$ cat config.mk
export PLATFORM = sky130hd
export DESIGN_NAME = branch_predictor_btb
export DESIGN_NICKNAME = d
export VERILOG_FILES = /design/src/rtl/branch_predictor_btb.sv
export SDC_FILE = /design/constraint.sdc
export NUM_CORES = 2
export LEC_CHECK = 0
export CAP_MARGIN = 15
export CORE_MARGIN = 2
export CORE_UTILIZATION = 50
export CTS_CLUSTER_SIZE = 24
export DETAILED_ROUTE_END_ITERATION = 16
export DONT_BUFFER_PORTS = 1
export SYNTH_ARGS = -nofsm -noshare
export SYNTH_HDL_FRONTEND = slang
export SYNTH_SLANG_ARGS = --single-unit
$ cat constraint.sdc
create_clock -name clock -period 30.6 [get_ports clock]
set_clock_uncertainty 0.15 [all_clocks]
set_input_delay 1.53 -clock clock [delete_from_list [all_inputs] [get_ports clock]]
set_output_delay 1.53 -clock clock [all_outputs]
set_load 0.02 [all_outputs]
$ cat src/rtl/branch_predictor_btb.sv
// rtl/branch_predictor_btb.sv - dynamic branch predictor with direct-mapped BTB
// Zero-latency IF lookup, MEM-stage resolution with mispredict/redirect and saturating stats.
module branch_predictor_btb #(
  parameter int XLEN    = 32,
  parameter int ENTRIES = 16,
  parameter int TAG_W   = 8,
  parameter int CNT_W   = 2,
  parameter int STAT_W  = 32
) (
  input  logic              clock,
  input  logic              reset,
  input  logic              flush_tables,
  input  logic [XLEN-1:0]   if_pc,
  output logic              pred_hit,
  output logic              pred_taken,
  output logic [XLEN-1:0]   pred_target,
  input  logic              upd_valid,
  input  logic [XLEN-1:0]   upd_pc,
  input  logic              upd_is_jump,
  input  logic              upd_no_alloc,
  input  logic              upd_taken,
  input  logic [XLEN-1:0]   upd_target,
  input  logic              upd_pred_taken,
  input  logic [XLEN-1:0]   upd_pred_target,
  output logic              mispredict,
  output logic [XLEN-1:0]   redirect_pc,
  output logic [STAT_W-1:0] stat_branches,
  output logic [STAT_W-1:0] stat_mispredicts
);

  localparam int IDX_W = $clog2(ENTRIES);
  localparam logic [CNT_W-1:0] CNT_MAX = '1;
  localparam logic [CNT_W-1:0] CNT_WEAK_NT = CNT_W'((1 << (CNT_W - 1)) - 1);
  localparam logic [CNT_W-1:0] CNT_WEAK_T  = CNT_W'(1 << (CNT_W - 1));
  localparam logic [STAT_W-1:0] STAT_MAX = '1;

  logic             validQ  [ENTRIES];
  logic [TAG_W-1:0] tagQ    [ENTRIES];
  logic [XLEN-1:0]  targetQ [ENTRIES];
  logic [CNT_W-1:0] cntQ    [ENTRIES];
  logic             jumpQ   [ENTRIES];

  logic [IDX_W-1:0] ifIdx;
  logic [TAG_W-1:0] ifTag;
  logic [IDX_W-1:0] updIdx;
  logic [TAG_W-1:0] updTag;
  logic             updHit;
  logic [CNT_W-1:0] cntCur;
  logic [CNT_W-1:0] cntNext;

  assign ifIdx  = if_pc[IDX_W+1:2];
  assign ifTag  = if_pc[IDX_W+TAG_W+1:IDX_W+2];
  assign updIdx = upd_pc[IDX_W+1:2];
  assign updTag = upd_pc[IDX_W+TAG_W+1:IDX_W+2];

  // Lookup reads pre-edge table contents; a same-cycle update is not bypassed.
  assign pred_hit    = validQ[ifIdx] && (tagQ[ifIdx] == ifTag);
  assign pred_taken  = pred_hit && (jumpQ[ifIdx] || cntQ[ifIdx][CNT_W-1]);
  assign pred_target = pred_taken ? targetQ[ifIdx] : if_pc + XLEN'(4);

  assign mispredict  = upd_valid && ((upd_taken != upd_pred_taken) ||
                                     (upd_taken && (upd_target != upd_pred_target)));
  assign redirect_pc = upd_taken ? upd_target : upd_pc + XLEN'(4);

  assign updHit = validQ[updIdx] && (tagQ[updIdx] == updTag);
  assign cntCur = cntQ[updIdx];

  always_comb begin
    cntNext = cntCur;
    if (upd_taken) begin
      if (cntCur != CNT_MAX) cntNext = cntCur + CNT_W'(1);
    end else begin
      if (cntCur != '0) cntNext = cntCur - CNT_W'(1);
    end
  end

  always_ff @(posedge clock or posedge reset) begin
    if (reset) begin
      for (int i = 0; i < ENTRIES; i++) begin
        validQ[i]  <= 1'b0;
        tagQ[i]    <= '0;
        targetQ[i] <= '0;
        cntQ[i]    <= CNT_WEAK_NT;
        jumpQ[i]   <= 1'b0;
      end
      stat_branches    <= '0;
      stat_mispredicts <= '0;
    end else begin
      if (upd_valid) begin
        if (stat_branches != STAT_MAX) stat_branches <= stat_branches + STAT_W'(1);
        if (mispredict && stat_mispredicts != STAT_MAX)
          stat_mispredicts <= stat_mispredicts + STAT_W'(1);
      end
      // Flush takes priority: no table writes happen on a flush edge.
      if (flush_tables) begin
        for (int i = 0; i < ENTRIES; i++) validQ[i] <= 1'b0;
      end else if (upd_valid) begin
        if (upd_no_alloc) begin
          if (updHit) validQ[updIdx] <= 1'b0;
        end else if (updHit) begin
          cntQ[updIdx]  <= cntNext;
          jumpQ[updIdx] <= upd_is_jump;
          if (upd_taken) targetQ[updIdx] <= upd_target;
        end else if (upd_taken) begin
          validQ[updIdx]  <= 1'b1;
          tagQ[updIdx]    <= updTag;
          targetQ[updIdx] <= upd_target;
          cntQ[updIdx]    <= CNT_WEAK_T;
          jumpQ[updIdx]   <= upd_is_jump;
        end
      end
    end
  end

endmodule

Word level (Yosys, flattened, before mapping)
Cells that the tools add are included.
Storage, ports and cells
  flip-flop bits (word level): 768
  input bits: 136
  word-level logic and storage cells: 181
Operators by class
  add/sub/neg operators: 6
  $lt $le $gt $ge: 3
  equality and inequality tests: 9
  muxes and demuxes: 51
  bitwise logic cells: 11
  reductions and logical operators: 19
Operator list (number)
  $bwmux W512: 1
  $mux W32: 7
  $bmux W32 S4: 1
  $bwmux W128: 1
  $demux W32 S4: 1
  $mux W16: 8
  $add A32 B1 Y32 const B: 2
  $add A32 B3 Y32 const B: 2
  $bmux W8 S4: 2
  $ne A32 B32 Y1 const B: 2
  $mux W8: 5
  $and A16 B16 Y16: 2
  $bwmux W32: 1
  $demux W8 S4: 1
  $ne A32 B32 Y1: 1
  $not A16 Y16: 2
  $or A16 B16 Y16: 2
  $bmux W2 S4: 2
  $bwmux W16: 1
  $eq A8 B8 Y1: 2
  $mux W2: 8
  $bmux W1 S4: 3
  $reduce_and A4 Y1: 3
  $ge A5 B5 Y1 const B: 2
  other kinds (18): 37

Logic depth before layout (Yosys ltp)
  depth after elaboration: 11
  depth in mapped cells: 13
  depth with buffers taken out: 9

Worst setup path before layout
OpenSTA, ideal clock, no wires.
  kind: input to output
  start: input port if_pc[3]
  end: output port pred_target[15]
  arrival: 4.295 ns
  data required time: 28.920 ns
  slack: 24.625 ns
  stages on the path: 9
  path buffers: 6
  path through: buf_2 > buf_2 > buf_2 > buf_2 > clkbuf_1 > buf_1 > mux4_2 > mux4_2 > mux2_2
On the way
  cells in the longest elaborated chain, start to end: 8
RTL lines
  start, declared: line 13  | input logic [XLEN-1:0] if_pc,
  $not A4 Y5 (implied by the code): line 57, 58, 59
  $bmux W8 S4: line 57  | assign pred_hit = validQ[ifIdx] && (tagQ[ifIdx] == ifTag);
  $mux W8 (implied by the code) (2 in a row): line 57
  $eq A8 B8 Y1: line 57
  $logic_and A1 B1 Y1: line 57
  $logic_and A1 B1 Y1: line 58  | assign pred_taken = pred_hit && (jumpQ[ifIdx] || cntQ[ifIdx][CNT_W-1]);
  $mux W32 (*): line 59  | assign pred_target = pred_taken ? targetQ[ifIdx] : if_pc + XLEN'(4);
  end, declared: line 16  | output logic [XLEN-1:0] pred_target,
Every way passes the cells marked *; elsewhere a longest branch is shown, timed or not. The select of a mux whose other input is x is not followed.

Final worst setup path
  start: input port upd_pc[3]
  end: output port redirect_pc[28]
On the way
  cells in the longest elaborated chain, start to end: 2
RTL lines
  start, declared: line 18  | input logic [XLEN-1:0] upd_pc,
  $add A32 B3 Y32: line 63  | assign redirect_pc = upd_taken ? upd_target : upd_pc + XLEN'(4);
  $mux W32: line 63
  end, declared: line 26  | output logic [XLEN-1:0] redirect_pc,
Every way passes these cells.

==> metrics.cfg <==
[min_path]
min_to = cntQ[10]
hp-class = reg -> reg
whs_path_depth = 2
worstHoldStart = cntQ[10]

[timing]
finalSetupViolCount = 0
worst_pin_slew_ns = 1.23
setup_tns_ns = 0
hold_viol = 0
maxSlewViolCount = 0
max_freq_ghz = 0.148
period_minus_slack_ns = 6.78
fin_crit_sh = 0.221
rsz0062_at_grt = no
relSlewSlack = 0.172

[logic_synthesis]
synth-seq-cells = 768
synthArstFlopShare = 1.00
synth-main-ff-cell = dfrtp_1
synthesis.nets = 2819
netlist_area_um2 = 38400
netlist_instances = 2676
yosysWarnings = 0
seq_area_frac_synth = 0.501
avgSynthCellArea_um2 = 14.4
synth_cell_type_count = 56
synth_enable_flop_cells = 0

[floorplan]
ioPinCount = 267
die_y_um = 281
rows = 101
die_w_um = 281
initial_core_util = 0.506
core_um2 = 75900
dieArea_um2 = 79000

[cts]
cts_resized = 0
clockRootBuffer = clkbuf_16
postCtsSetupBuffers = 0
cts_buffers = 84
insertion_delay_ns = 0.63
cts.sink_count = 768
cts_buffer_depth = 3
ctsHoldBuffers = 0
cts_max_level = 3
clkSlewWorstSetupHoldPaths_ns = 0.06
cts_tree = yes

[worst_setup_path]
ff2ff_setup_slack_ns = 26.79
cp.arrival_ns = 5.10
cp.buffers_inverters = 0
cp_cell_sequence = ha_1 > and3_1 > nand4_1 > nor3_1 > nand3_1 > nor2_1 > nand2_1 > xor2_1 > o21ai_0
slowest_stage = nor3_1
crit_type = in -> out
cp-end-kind = primary output
crit_family = simple AND/OR/NAND/NOR gates
slowest_delay_ns = 0.99
critPathMaxFanout = 46
r2r-end = cntQ[19]
cp.required_ns = 28.92
r2r-start = tagQ[96]
reg2reg_depth = 7
cp-start-kind = primary input

[drt]
dr.pass1.iters = 5
avgRoutedWirePerCell_um = 29.7
dr_total_vias = 23100
routed_wl_mm = 109
routed_via_density = 6.30
post-route-drc-count = 0
initialDrtViolationCount = 1447
antenna_left = 0

[cells_and_area]
nNetsFinal = 2717
mostFrequentLayoutCell = dfrtp_1
final_cell_mix = dfrtp_1, mux2_2, mux4_2
area_growth_syn_to_layout_pct = 9.39
drive_gt1_frac = 0.446

[global_route]
grt-ovfl-total = 0
grt_pass1_vias = 24300
grtUsageTotal = 0.279
grt_max_degree = 185
antenna_found_initial = 6
grt_pass1_wl_mm = 162

[pwr]
ir_drop_mv = 0.0494
p_leak_nw = 19.0
total_power_mw = 2.43
pwr_density_cell_nw_per_um2 = 57.8

[flow_run]
drv_cap = 0

[placement]
hpwl_mm = 67.6
port_buffers = 0
routabilityCongestion = 0.847

[status]
status = finished clean

stage by stage:
step,util,std cells,worst slack (ns),instance area (µm²),hold slack (ns)
floorplan,-,2676,7.39,38400,0.295
global route,0.553,3669,23.71,42000,0.336
global placement,0.515,3514,23.99,39100,0.308
CTS,0.552,3665,23.91,41900,0.323
detailed placement,0.515,3514,23.94,39100,0.311
finish,0.553,3671,23.82,42000,0.321
where the power goes:
part	switching (mW)	leakage (nW)	internal (mW)
Clock	0.416	1.37	0.606
Combinational	0.0997	7.24	0.138
Sequential	0.0675	10.4	1.10
Total	0.583	19.0	1.85
tightest hold or removal path, stage by stage (launching register included):
cell and delay [ns]:
dfstp_2 0.36, inv_1 0.04, o32ai_1 0.06
flip-flops by register name, summed over array words and instances (netlist names):
register          count
cntQ                 32
jumpQ                16
stat_branches        32
stat_mispredicts     32
tagQ                128
targetQ             512
validQ               16
worst max-delay path by stage:
stage	slack, ns	cells past startpoint	end	start
after floorplan	7.39	1	cntQ[11]	reset
final	23.82	9	redirect_pc[28]	upd_pc[3]
after global placement	23.99	9	redirect_pc[28]	upd_pc[2]
after global routing	23.71	9	redirect_pc[28]	upd_pc[3]
after CTS	23.91	9	redirect_pc[28]	upd_pc[2]
after detailed placement	23.94	9	redirect_pc[28]	upd_pc[2]
Yosys cell counts (22+ instances only):
cell       number  area (µm²)
inv_1          34         128
a2bb2oi_1      22         193
nor2_1         71         267
nand4_1        33         206
mux2_2        692        7790
nor3_1         33         165
clkbuf_1      161         604
nand2_1        92         345
xor2_1         84         736
a21oi_1        23         115
mux4_2        248        5590
xnor2_1        84         736
buf_2          26         130
dfrtp_1       752       18800
nand3_1        50         250
buf_1          29         109
mux2i_1        23         230
o21ai_0        29         145
per-layer routing:
metal	vias to the layer above	GRT usage	part of all wire
met5	-	0	0.00011
met4	2	0.0908	0.033
met3	183	0.0513	0.060
met2	718	0.452	0.48
met1	12500	0.383	0.43
li1	9700	-	-
final cells by class:
type | count | area (µm²)
Tap cell | 1030 | 1290
Antenna cell | 2 | 5.00
Clock inverter | 25 | 322
Clock buffer | 126 | 2460
Sequential cell | 768 | 19200
Multi-Input combinational cell | 1646 | 18200
Timing Repair Buffer | 39 | 349
Inverter | 35 | 139
Fill cell | 6124 | 33900
logic make-up after synthesis:
logic type,count (synthesis),share of synthesized area
buffers and inverters,262,0.0279
adder cells (fa/ha/maj),9,0.00280
AO/OA/AOI/OAI,132,0.0250
multiplexers,963,0.354
flip-flops,768,0.501
XOR/XNOR,168,0.0383
AND/OR/NAND/NOR,374,0.0507
Power figures use the tool's default switching activity.
